## config.mk

```make
export PLATFORM = sky130hd
export DESIGN_NAME = buffer_rx_2byte_flat
export DESIGN_NICKNAME = d
export VERILOG_FILES = /design/src/rtl/buffer_rx_2byte_pkg.sv /design/src/rtl/buffer_rx_2byte_if.sv /design/src/rtl/buffer_rx_2byte_rx_timeout_counter.sv /design/src/rtl/buffer_rx_2byte.sv /design/src/flat_wrapper.sv
export SDC_FILE = /design/constraint.sdc
export NUM_CORES = 1
export LEC_CHECK = 0
export CAP_MARGIN = 10
export CORE_UTILIZATION = 54
export CTS_CLUSTER_DIAMETER = 100
export CTS_CLUSTER_SIZE = 20
export DETAILED_ROUTE_END_ITERATION = 8
export GPL_ROUTABILITY_DRIVEN = 0
export PLACE_DENSITY = 0.79
export SYNTH_ARGS = -nofsm -noshare
export SYNTH_HDL_FRONTEND = slang
export SYNTH_HIERARCHICAL = 1
export SYNTH_SLANG_ARGS = --single-unit
export TNS_END_PERCENT = 10
```

## constraint.sdc

```tcl
create_clock -name clk -period 2.4 [get_ports clk]
set_clock_uncertainty 0.2 [all_clocks]
set_input_delay 0.24 -clock clk [delete_from_list [all_inputs] [get_ports clk]]
set_output_delay 0.24 -clock clk [all_outputs]
set_load 0.02 [all_outputs]
```

## src/rtl/buffer_rx_2byte_pkg.sv

```systemverilog
// ---------------------------------------------------------------------------
// buffer_rx_2byte_pkg
// Definitions shared by the two-byte UART buffers (RX and TX side): byte
// width, the default inter-byte timeout and the receive FSM state encoding.
// ---------------------------------------------------------------------------
package buffer_rx_2byte_pkg;

    localparam int UART_BYTE_W            = 8;
    localparam int DEFAULT_TIMEOUT_CYCLES = 100_000;

    typedef logic [UART_BYTE_W-1:0] uart_byte_t;

    typedef enum logic [2:0] {
        ST_IDLE     = 3'd0,
        ST_WAIT_TWO = 3'd1,
        ST_DONE     = 3'd2,
        ST_TIMEOUT  = 3'd3
    } rx_state_t;

endpackage

```

## src/rtl/buffer_rx_2byte_if.sv

```systemverilog
// ---------------------------------------------------------------------------
// buffer_rx_2byte_if
// Bundles the UART RX byte stream and the assembled-frame outputs.
//   master : drives rx_done/rx_data, observes the frame outputs
//   slave  : the buffer itself
// Signals: rx_done, rx_data[7:0], byte_one[7:0], byte_two[7:0],
//          frame_valid, busy, timeout_err
// ---------------------------------------------------------------------------
interface buffer_rx_2byte_if
    import buffer_rx_2byte_pkg::*;
();

    logic       rx_done;
    uart_byte_t rx_data;
    uart_byte_t byte_one;
    uart_byte_t byte_two;
    logic       frame_valid;
    logic       busy;
    logic       timeout_err;

    modport master (
        output rx_done, rx_data,
        input  byte_one, byte_two, frame_valid, busy, timeout_err
    );

    modport slave (
        input  rx_done, rx_data,
        output byte_one, byte_two, frame_valid, busy, timeout_err
    );

endinterface

```

## src/rtl/buffer_rx_2byte_rx_timeout_counter.sv

```systemverilog
// ---------------------------------------------------------------------------
// rx_timeout_counter
// Counts cycles spent waiting for the second byte of a frame.
//   clk, rst_n : clock, asynchronous active-low reset
//   clear      : synchronous clear to zero (has priority over run)
//   run        : count this cycle
//   expired    : combinational, high while run=1 and count == TIMEOUT_CYCLES-1
// The count saturates at TIMEOUT_CYCLES and never wraps.
// ---------------------------------------------------------------------------
module rx_timeout_counter #(
    parameter int TIMEOUT_CYCLES = 100_000
) (
    input  logic clk,
    input  logic rst_n,
    input  logic clear,
    input  logic run,
    output logic expired
);

    localparam int CNT_W = $clog2(TIMEOUT_CYCLES + 1);
    localparam logic [CNT_W-1:0] CNT_MAX  = CNT_W'(TIMEOUT_CYCLES);
    localparam logic [CNT_W-1:0] CNT_LAST = CNT_W'(TIMEOUT_CYCLES - 1);

    logic [CNT_W-1:0] cnt;

    // NOTE: sequential state uses non-blocking (<=) so every register samples
    // the pre-edge values of its neighbours, independent of statement order.
    always_ff @(posedge clk or negedge rst_n) begin
        if (!rst_n) begin
            cnt <= '0;
        end else if (clear) begin
            cnt <= '0;
        end else if (run && (cnt != CNT_MAX)) begin
            cnt <= cnt + 1'b1;
        end
    end

    assign expired = run && (cnt == CNT_LAST);

endmodule

```

## src/rtl/buffer_rx_2byte.sv

```systemverilog
// ---------------------------------------------------------------------------
// buffer_rx_2byte
// Assembles two consecutive UART RX bytes into one 16-bit command frame
// {byte_two, byte_one}. A half frame is dropped if byte two does not arrive
// within TIMEOUT_CYCLES cycles of byte one.
//   clk, rst_n     : clock, asynchronous active-low reset
//   bus (slave)    : rx_done/rx_data in; byte_one/byte_two/frame_valid/
//                    busy/timeout_err out
// ---------------------------------------------------------------------------
module buffer_rx_2byte
    import buffer_rx_2byte_pkg::*;
#(
    parameter int TIMEOUT_CYCLES = DEFAULT_TIMEOUT_CYCLES
) (
    input  logic                   clk,
    input  logic                   rst_n,
    buffer_rx_2byte_if.slave       bus
);

    rx_state_t  state;
    rx_state_t  state_next;
    uart_byte_t hold;
    logic       expired;
    logic       run;
    logic       clear;

    // Count only while waiting with no byte arriving; gating run with rx_done
    // makes a byte that lands on the expiry cycle win over the timeout.
    assign run   = (state == ST_WAIT_TWO) && !bus.rx_done;
    assign clear = (state != ST_WAIT_TWO);

    rx_timeout_counter #(
        .TIMEOUT_CYCLES (TIMEOUT_CYCLES)
    ) u_timeout (
        .clk     (clk),
        .rst_n   (rst_n),
        .clear   (clear),
        .run     (run),
        .expired (expired)
    );

    // State register
    always_ff @(posedge clk or negedge rst_n) begin
        if (!rst_n) begin
            state <= ST_IDLE;
        end else begin
            state <= state_next;
        end
    end

    // Next-state logic. In DONE and TIMEOUT an arriving byte is treated as
    // byte one of the next frame so back-to-back traffic never drops a byte.
    // NOTE: the default assignment up front keeps every path assigned, so no
    // latch is inferred.
    always_comb begin
        state_next = ST_IDLE;
        unique case (state)
            ST_IDLE, ST_DONE, ST_TIMEOUT: begin
                state_next = bus.rx_done ? ST_WAIT_TWO : ST_IDLE;
            end
            ST_WAIT_TWO: begin
                if (bus.rx_done) begin
                    state_next = ST_DONE;
                end else if (expired) begin
                    state_next = ST_TIMEOUT;
                end else begin
                    state_next = ST_WAIT_TWO;
                end
            end
            default: state_next = ST_IDLE;
        endcase
    end

    // Outputs decoded from the registered state: one-cycle pulses, and the
    // two pulses are mutually exclusive by construction.
    always_comb begin
        bus.busy        = (state == ST_WAIT_TWO);
        bus.frame_valid = (state == ST_DONE);
        bus.timeout_err = (state == ST_TIMEOUT);
    end

    // Data path. byte_one/byte_two only change when a frame completes, so
    // they never expose a half frame.
    // NOTE: these are a handful of plain registers, so all of them are reset
    // to give a defined frame output after rst_n.
    always_ff @(posedge clk or negedge rst_n) begin
        if (!rst_n) begin
            hold         <= '0;
            bus.byte_one <= '0;
            bus.byte_two <= '0;
        end else begin
            if (bus.rx_done && (state != ST_WAIT_TWO)) begin
                hold <= bus.rx_data;
            end else if (state == ST_TIMEOUT) begin
                hold <= '0;
            end
            if (bus.rx_done && (state == ST_WAIT_TWO)) begin
                bus.byte_one <= hold;
                bus.byte_two <= bus.rx_data;
            end
        end
    end

endmodule

```

## src/flat_wrapper.sv

```systemverilog
// flat-port wrapper written by rule: the top's interface ports become plain ports
module buffer_rx_2byte_flat import buffer_rx_2byte_pkg::*;
#(
    parameter int TIMEOUT_CYCLES = DEFAULT_TIMEOUT_CYCLES
)
  (clk, rst_n, bus_rx_done, bus_rx_data, bus_byte_one, bus_byte_two, bus_frame_valid, bus_busy, bus_timeout_err);
  buffer_rx_2byte_if bus_i ();
  input  logic clk;
  input  logic rst_n;
  input wire logic [$bits(bus_i.rx_done)-1:0] bus_rx_done;
  input wire logic [$bits(bus_i.rx_data)-1:0] bus_rx_data;
  output wire logic [$bits(bus_i.byte_one)-1:0] bus_byte_one;
  output wire logic [$bits(bus_i.byte_two)-1:0] bus_byte_two;
  output wire logic [$bits(bus_i.frame_valid)-1:0] bus_frame_valid;
  output wire logic [$bits(bus_i.busy)-1:0] bus_busy;
  output wire logic [$bits(bus_i.timeout_err)-1:0] bus_timeout_err;
  assign bus_i.rx_done = bus_rx_done;
  assign bus_i.rx_data = bus_rx_data;
  assign bus_byte_one = bus_i.byte_one;
  assign bus_byte_two = bus_i.byte_two;
  assign bus_frame_valid = bus_i.frame_valid;
  assign bus_busy = bus_i.busy;
  assign bus_timeout_err = bus_i.timeout_err;
  buffer_rx_2byte #(.TIMEOUT_CYCLES(TIMEOUT_CYCLES)) u_core (.clk(clk), .rst_n(rst_n), .bus(bus_i));
endmodule
```

==> results.tsv, run 1 <==
stage	metric	value	unit
setup_path	critical_path_class	flip-flop to flip-flop	
clock_tree	tritoncts	built	
route	drt-initial-drc-count	99	
timing	worstMarginPinSlew	0.9329	ns
clock_tree	clockBufferDepth	2	
synth	post-synth-top-area-cell	dfrtp_1	
clock_tree	clkLatencyLatePin	0.29	ns
placement	port_buffers	29	
clock_tree	cts_setup_buffers	0	
layout	drive_above_1_share	0.1850	
timing	tns	0	ns
die	start_util	0.5860	
synth	syn_area	0.002226	mm^2
timing	fin_crit_sh	0.8791	
synth	yosysTopAreaCellShare	0.4834	
layout	nets	240	
timing	fmax	474.0	MHz
die	rows	22	
synth	postSynthCellCount	194	
synth	synth_ff_type	dfrtp_1	
layout	nFillCells	269	
route	vias	1625	
die	fp.dieH	66.20	um
clock_tree	htreeDepth	2	
setup_path	startpoint	u_core/state[1]	
setup_path	startpoint_type	flip-flop	
timing	drv_slew	0	
setup_path	cp_max_fo	6	
layout	seq_area	0.001076	mm^2
worst_hold_path	worstHoldStart	u_core/bus.byte_two[2]	
setup_path	critPathRequiredTime	2.37	ns
synth	async_flop_share	1.000	
power	p_leak	1.177	nW
setup_path	critPathArrivalTime	2.08	ns
synth	synth_area_leaders	dfrtp_1 (48%), mux2_4 (7.4%), mux2i_1 (3.6%), mux2_2 (3.5%), nor2_1 (3.4%)	
layout	antenna_cells	0	
synth	ys_warn_count	6	
synth	yosysUniqueCellTypes	43	
global_route	grt_max_degree	44	
setup_path	crit_slowest_cell	dfrtp_1	
setup_path	crit_path_end_kind	flip-flop	
setup_path	crit_path_cell_trace	nand2b_1 > nor2_1 > nand4_2 > nor3_4 > nand4_1 > mux2_1	
worst_hold_path	hp-class	flip-flop to flip-flop	
route	drc_errors	0	
die	core	0.003799	mm^2
synth	ys_ff_latch	43	
global_route	grt_pass1_wl	7189	um
route	wl_per_cell	15.87	um
layout	syn_to_final_growth	19.95	%
layout	final_common_cell	dfrtp_1	
run	cap_viol_max_count	0	
clock_tree	clk_pin_slew	0.07	ns
route	via_per_inst	5.909	
synth	synth.avg_cell_area	11.47	um^2
synth	syn_nets	207	
timing	rsz0062_at_grt	false	
setup_path	critPathMaxStageDelay	0.38	ns
global_route	track_usage	0.2220	
timing	fin_crit	2.110	ns
global_route	antenna_found_initial	0	
layout	multi_input_area	0.001050	mm^2
route	drt-total-wl	4365	um
layout	final_cell_mix	dfrtp_1 (43), clkdlybuf4s50_1 (28), nor2_1 (20)	
clock_tree	clockRootBuffer	clkbuf_8	
route	antenna_left	0	
timing	hold_slack	0.3061	ns
global_route	grt_pass1_vias	1568	
die	pin_count	30	
clock_tree	post_cts_resized	0	
setup_path	r2r-start	u_core/state[1]	
clock_tree	cts_sinks	43	
timing	final_hold_viol_count	0	
timing	slew_headroom	0.3781	
die	die_area	0.004382	mm^2
synth	synth-seq-area-share	0.4834	
global_route	grt-ovfl-total	0	
synth	synth_enable_flop_cells	0	
power	vdd_drop_max	0.4414	mV
route	firstDrtPassIters	4	
status	status	complete, no violations	
power	p_per_area	1077	mW/mm^2
placement	dp_hpwl	2954	um
layout	fin_util	0.7029	
die	die_x	66.20	um
clock_tree	cts_buffers	5	
timing	setup_viol	0	
registers in the layout, indices dropped and copies added, names as in the netlist:
signal	cells
u_core/u_timeout/cnt	17
u_core/bus.byte_one	8
u_core/bus.byte_two	8
u_core/hold	8
u_core/state	2
layer usage:
| layer | global-route usage | share of wire | vias up |
|---|---|---|---|
| met1 | 0.2772 | 0.44 | 819 |
| met3 | 0.06207 | 0.038 | 9 |
| li1 | - | - | 759 |
| met2 | 0.3712 | 0.50 | 38 |
| met4 | 0.06915 | 0.017 | 0 |
| met5 | 0 | 0 | - |
Yosys cell counts, types with 3 or more instances:
cell type  number
a21oi_1         3
clkbuf_1        3
dfrtp_1        43
inv_1          13
mux2_2          7
mux2_4         11
mux2i_1         8
nand2_1         4
nand2b_1        4
nand3_1        11
nand4_1         6
nor2_1         20
nor2b_1         5
nor3_1          3
o221ai_1        8
xnor2_1         7
kinds of logic (layout without fill, tap and decap cells):
| logic type | count (synthesis) | after routing | share of synthesized area |
|---|---|---|---|
| buffers and inverters | 22 | 55 | 0.04497 |
| adders and majority gates | 2 | 2 | 0.01124 |
| and+or+nand+nor | 74 | 74 | 0.2125 |
| AOI/OAI and AO/OA | 16 | 16 | 0.05677 |
| DFF | 43 | 43 | 0.4834 |
| muxes | 28 | 28 | 0.1557 |
| xor gates and xnor gates | 9 | 9 | 0.03542 |
worst paths after layout:
path / end / slack, ns / cells past startpoint
worst max register to register: u_core/u_timeout/cnt[11] / 0.29 / 6
max in group asynchronous: u_core/bus.byte_one[6] / 1.00 / 2
worst min-delay path: u_core/bus.byte_two[2] / 0.31 / 1
worst min register to register: u_core/bus.byte_two[2] / 0.31 / 1
worst max-delay path: u_core/u_timeout/cnt[11] / 0.29 / 6
min in group asynchronous: u_core/bus.byte_one[5] / 0.42 / 2
power breakdown:
group	internal (mW)	switching [mW]	total, mW
Sequential	0.948	0.137	1.08
Clock	0.305	0.231	0.536
Combinational	0.630	0.624	1.25
layout make-up:
class | count | share of cell area
Multi-Input combinational cell | 129 | 0.3932
Timing Repair Buffer | 35 | 0.1246
Clock buffer | 6 | 0.02718
Tap cell | 48 | 0.02249
Clock inverter | 1 | 0.01125
Sequential cell | 43 | 0.4030
Inverter | 13 | 0.01828
metrics by stage:
stage          worst slack (ns)  cells  power, mW  instance area (um^2)
5_1_grt                  0.1609    275      3.044                  2670
3_5_place_dp             0.1696    267      2.358                  2557
3_3_place_gp             0.2486    267      2.296                  2557
6_report                 0.2902    275      2.874                  2670
2_1_floorplan            0.2646    194      1.870                  2226
4_1_cts                  0.3244    275      2.896                  2670
what timing repair did:
action                                  4_1_cts  5_1_grt
endpoints found under the setup margin        0        0
hold buffers                                  1        0
endpoints found under the hold margin        43        0
critical path, delay by kind of cell (launching register included):
kind | cells | cell delay [ns]
simple gates | 5 | 1.08
mux | 1 | 0.34
flops | 1 | 0.38
(Power assumes the default switching activity.)
==> inputs of run 2 (changes only) <==
Settings changed: CORE_UTILIZATION 54 to 40, PLACE_DENSITY 0.79 to 0.61.
==> run 2 against run 1 <==
Power increased by 3.7%; combinational power about the same; critical endpoint unchanged; critical path depth unchanged.
==> results.tsv, run 2 (synthesized netlist as in run 1, its figures left out) <==
stage	metric	value	unit
placement	dp_hpwl	2954	um
setup_path	critPathArrivalTime	2.06	ns
timing	fin_crit_sh	0.8691	
timing	worstMarginPinSlew	0.5016	ns
clock_tree	clkLatencyLatePin	0.29	ns
layout	top_register	u_core/u_timeout/cnt	
route	drc_errors	0	
route	drt-initial-drc-count	74	
setup_path	critical_path_class	flip-flop to flip-flop	
clock_tree	clockBufferDepth	2	
clock_tree	clk_pin_slew	0.08	ns
setup_path	crit_path_end_kind	flip-flop	
timing	fmax	479.4	MHz
route	wl_per_cell	14.49	um
run	cap_viol_max_count	0	
route	via_per_inst	5.250	
route	antenna_left	0	
route	firstDrtPassIters	4	
clock_tree	tritoncts	built	
power	p_per_area	1086	mW/mm^2
timing	fin_crit	2.086	ns
setup_path	cp_max_fo	6	
setup_path	critPathRequiredTime	2.37	ns
route	drt-total-wl	4348	um
global_route	grt_max_degree	35	
die	fp.dieH	76.60	um
timing	drv_slew	0	
layout	nets	242	
die	start_util	0.4250	
global_route	grt_pass1_wl	7755	um
timing	rsz0062_at_grt	false	
layout	syn_to_final_growth	23.22	%
layout	largest_reg_flops	17	
die	die_x	76.60	um
global_route	track_usage	0.1631	
timing	slew_headroom	0.6656	
global_route	grt_pass1_vias	1569	
power	finalPower	2.980	mW
timing	tns	0	ns
route	vias	1575	
power	vdd_drop_max	0.4237	mV
global_route	grt-ovfl-total	0	
global_route	antenna_found_initial	0	
timing	setup_viol	0	
worst_hold_path	hp-class	input pin to async pin	
die	core	0.005238	mm^2
power	p_leak	1.201	nW
clock_tree	htreeDepth	2	
setup_path	ff2ff_path_depth	6	
die	die_area	0.005867	mm^2
setup_path	r2r_end	u_core/u_timeout/cnt[11]	
clock_tree	cts_buffers	5	
setup_path	r2r-start	u_core/state[1]	
setup_path	reg2reg_slack	0.31	ns
die	pin_count	30	
clock_tree	clockRootBuffer	clkbuf_8	
timing	final_hold_viol_count	0	
status	status	complete, no violations	
layout	final_cell_mix	dfrtp_1 (43), clkdlybuf4s50_1 (28), nor2_1 (20)	
die	rows	26	
layout	drive_above_1_share	0.1957	
setup_path	startpoint_type	flip-flop	
layout	fin_util	0.5237	
layout	antenna_cells	0	
placement	port_buffers	29	
clock_tree	cts_sinks	43	
layout	final_common_cell	dfrtp_1	
run 2: cell count changes in the layout (fill, tap and decap cells not counted), sizes merged:
cell / delta
buf: +2
bufinv: +1
run 2: critical path, cell delays in order (launching register included):
cell	delay, ns
dfrtp_1	0.38
nand2b_1	0.20
nor2_1	0.24
nand4_2	0.26
nor3_4	0.25
nand4_1	0.13
mux2_1	0.32
run 2: metal layers:
layer	wire length (um)	vias to the layer above	global-route usage	share of wire
met3	192	4	0.04311	0.044
met5	0	-	0	0
met2	1998	33	0.2586	0.46
met4	35	0	0.04038	0.0080
li1	-	763	-	-
met1	2122	775	0.2212	0.49
run 2: worst max path at each step:
stage	cells after the start	startpoint	endpoint	slack, ns
after floorplan	9	u_core/state[1]	u_core/state[1]	0.26
after global placement	6	bus_rx_done	u_core/u_timeout/cnt[11]	0.24
after detailed placement	6	bus_rx_done	u_core/u_timeout/cnt[11]	0.21
after CTS	6	u_core/state[1]	u_core/u_timeout/cnt[11]	0.33
after global routing	6	u_core/state[1]	u_core/u_timeout/cnt[11]	0.19
final	6	u_core/state[1]	u_core/u_timeout/cnt[11]	0.31
run 2: repair_timing:
| item | 4_1_cts | 5_1_grt |
|---|---|---|
| endpoints found under the hold margin | 21 | 0 |
| hold buffers | 1 | 0 |
| buffers inserted | 0 | 0 |
| gates resized for setup | 0 | 0 |
run 2: area by class of cell:
type                       count  area (um^2)
fill                         458         2495
sequential                    43         1076
multi-input combinational    129         1050
timing repair buffer          37        347.8
tap                           70        87.58
clock buffer                   6        72.57
clock inverter                 2        60.06
inverter                      13        48.80
run 2: through the flow:
stage	hold slack [ns]	cells	setup slack, ns	cell area [um^2]
final	0.2420	300	0.3142	2743
after global routing	0.2857	300	0.1879	2743
after CTS	0.2634	300	0.3272	2743
after detailed placement	0.04548	291	0.2097	2600
after global placement	0.05473	291	0.2405	2600
after floorplan	-0.2556	194	0.2646	2226
run 2: report_power, final:
group	internal, mW	switching [mW]	leakage, nW
Combinational	0.632	0.608	0.581
Clock	0.416	0.241	0.0654
Sequential	0.947	0.135	0.554
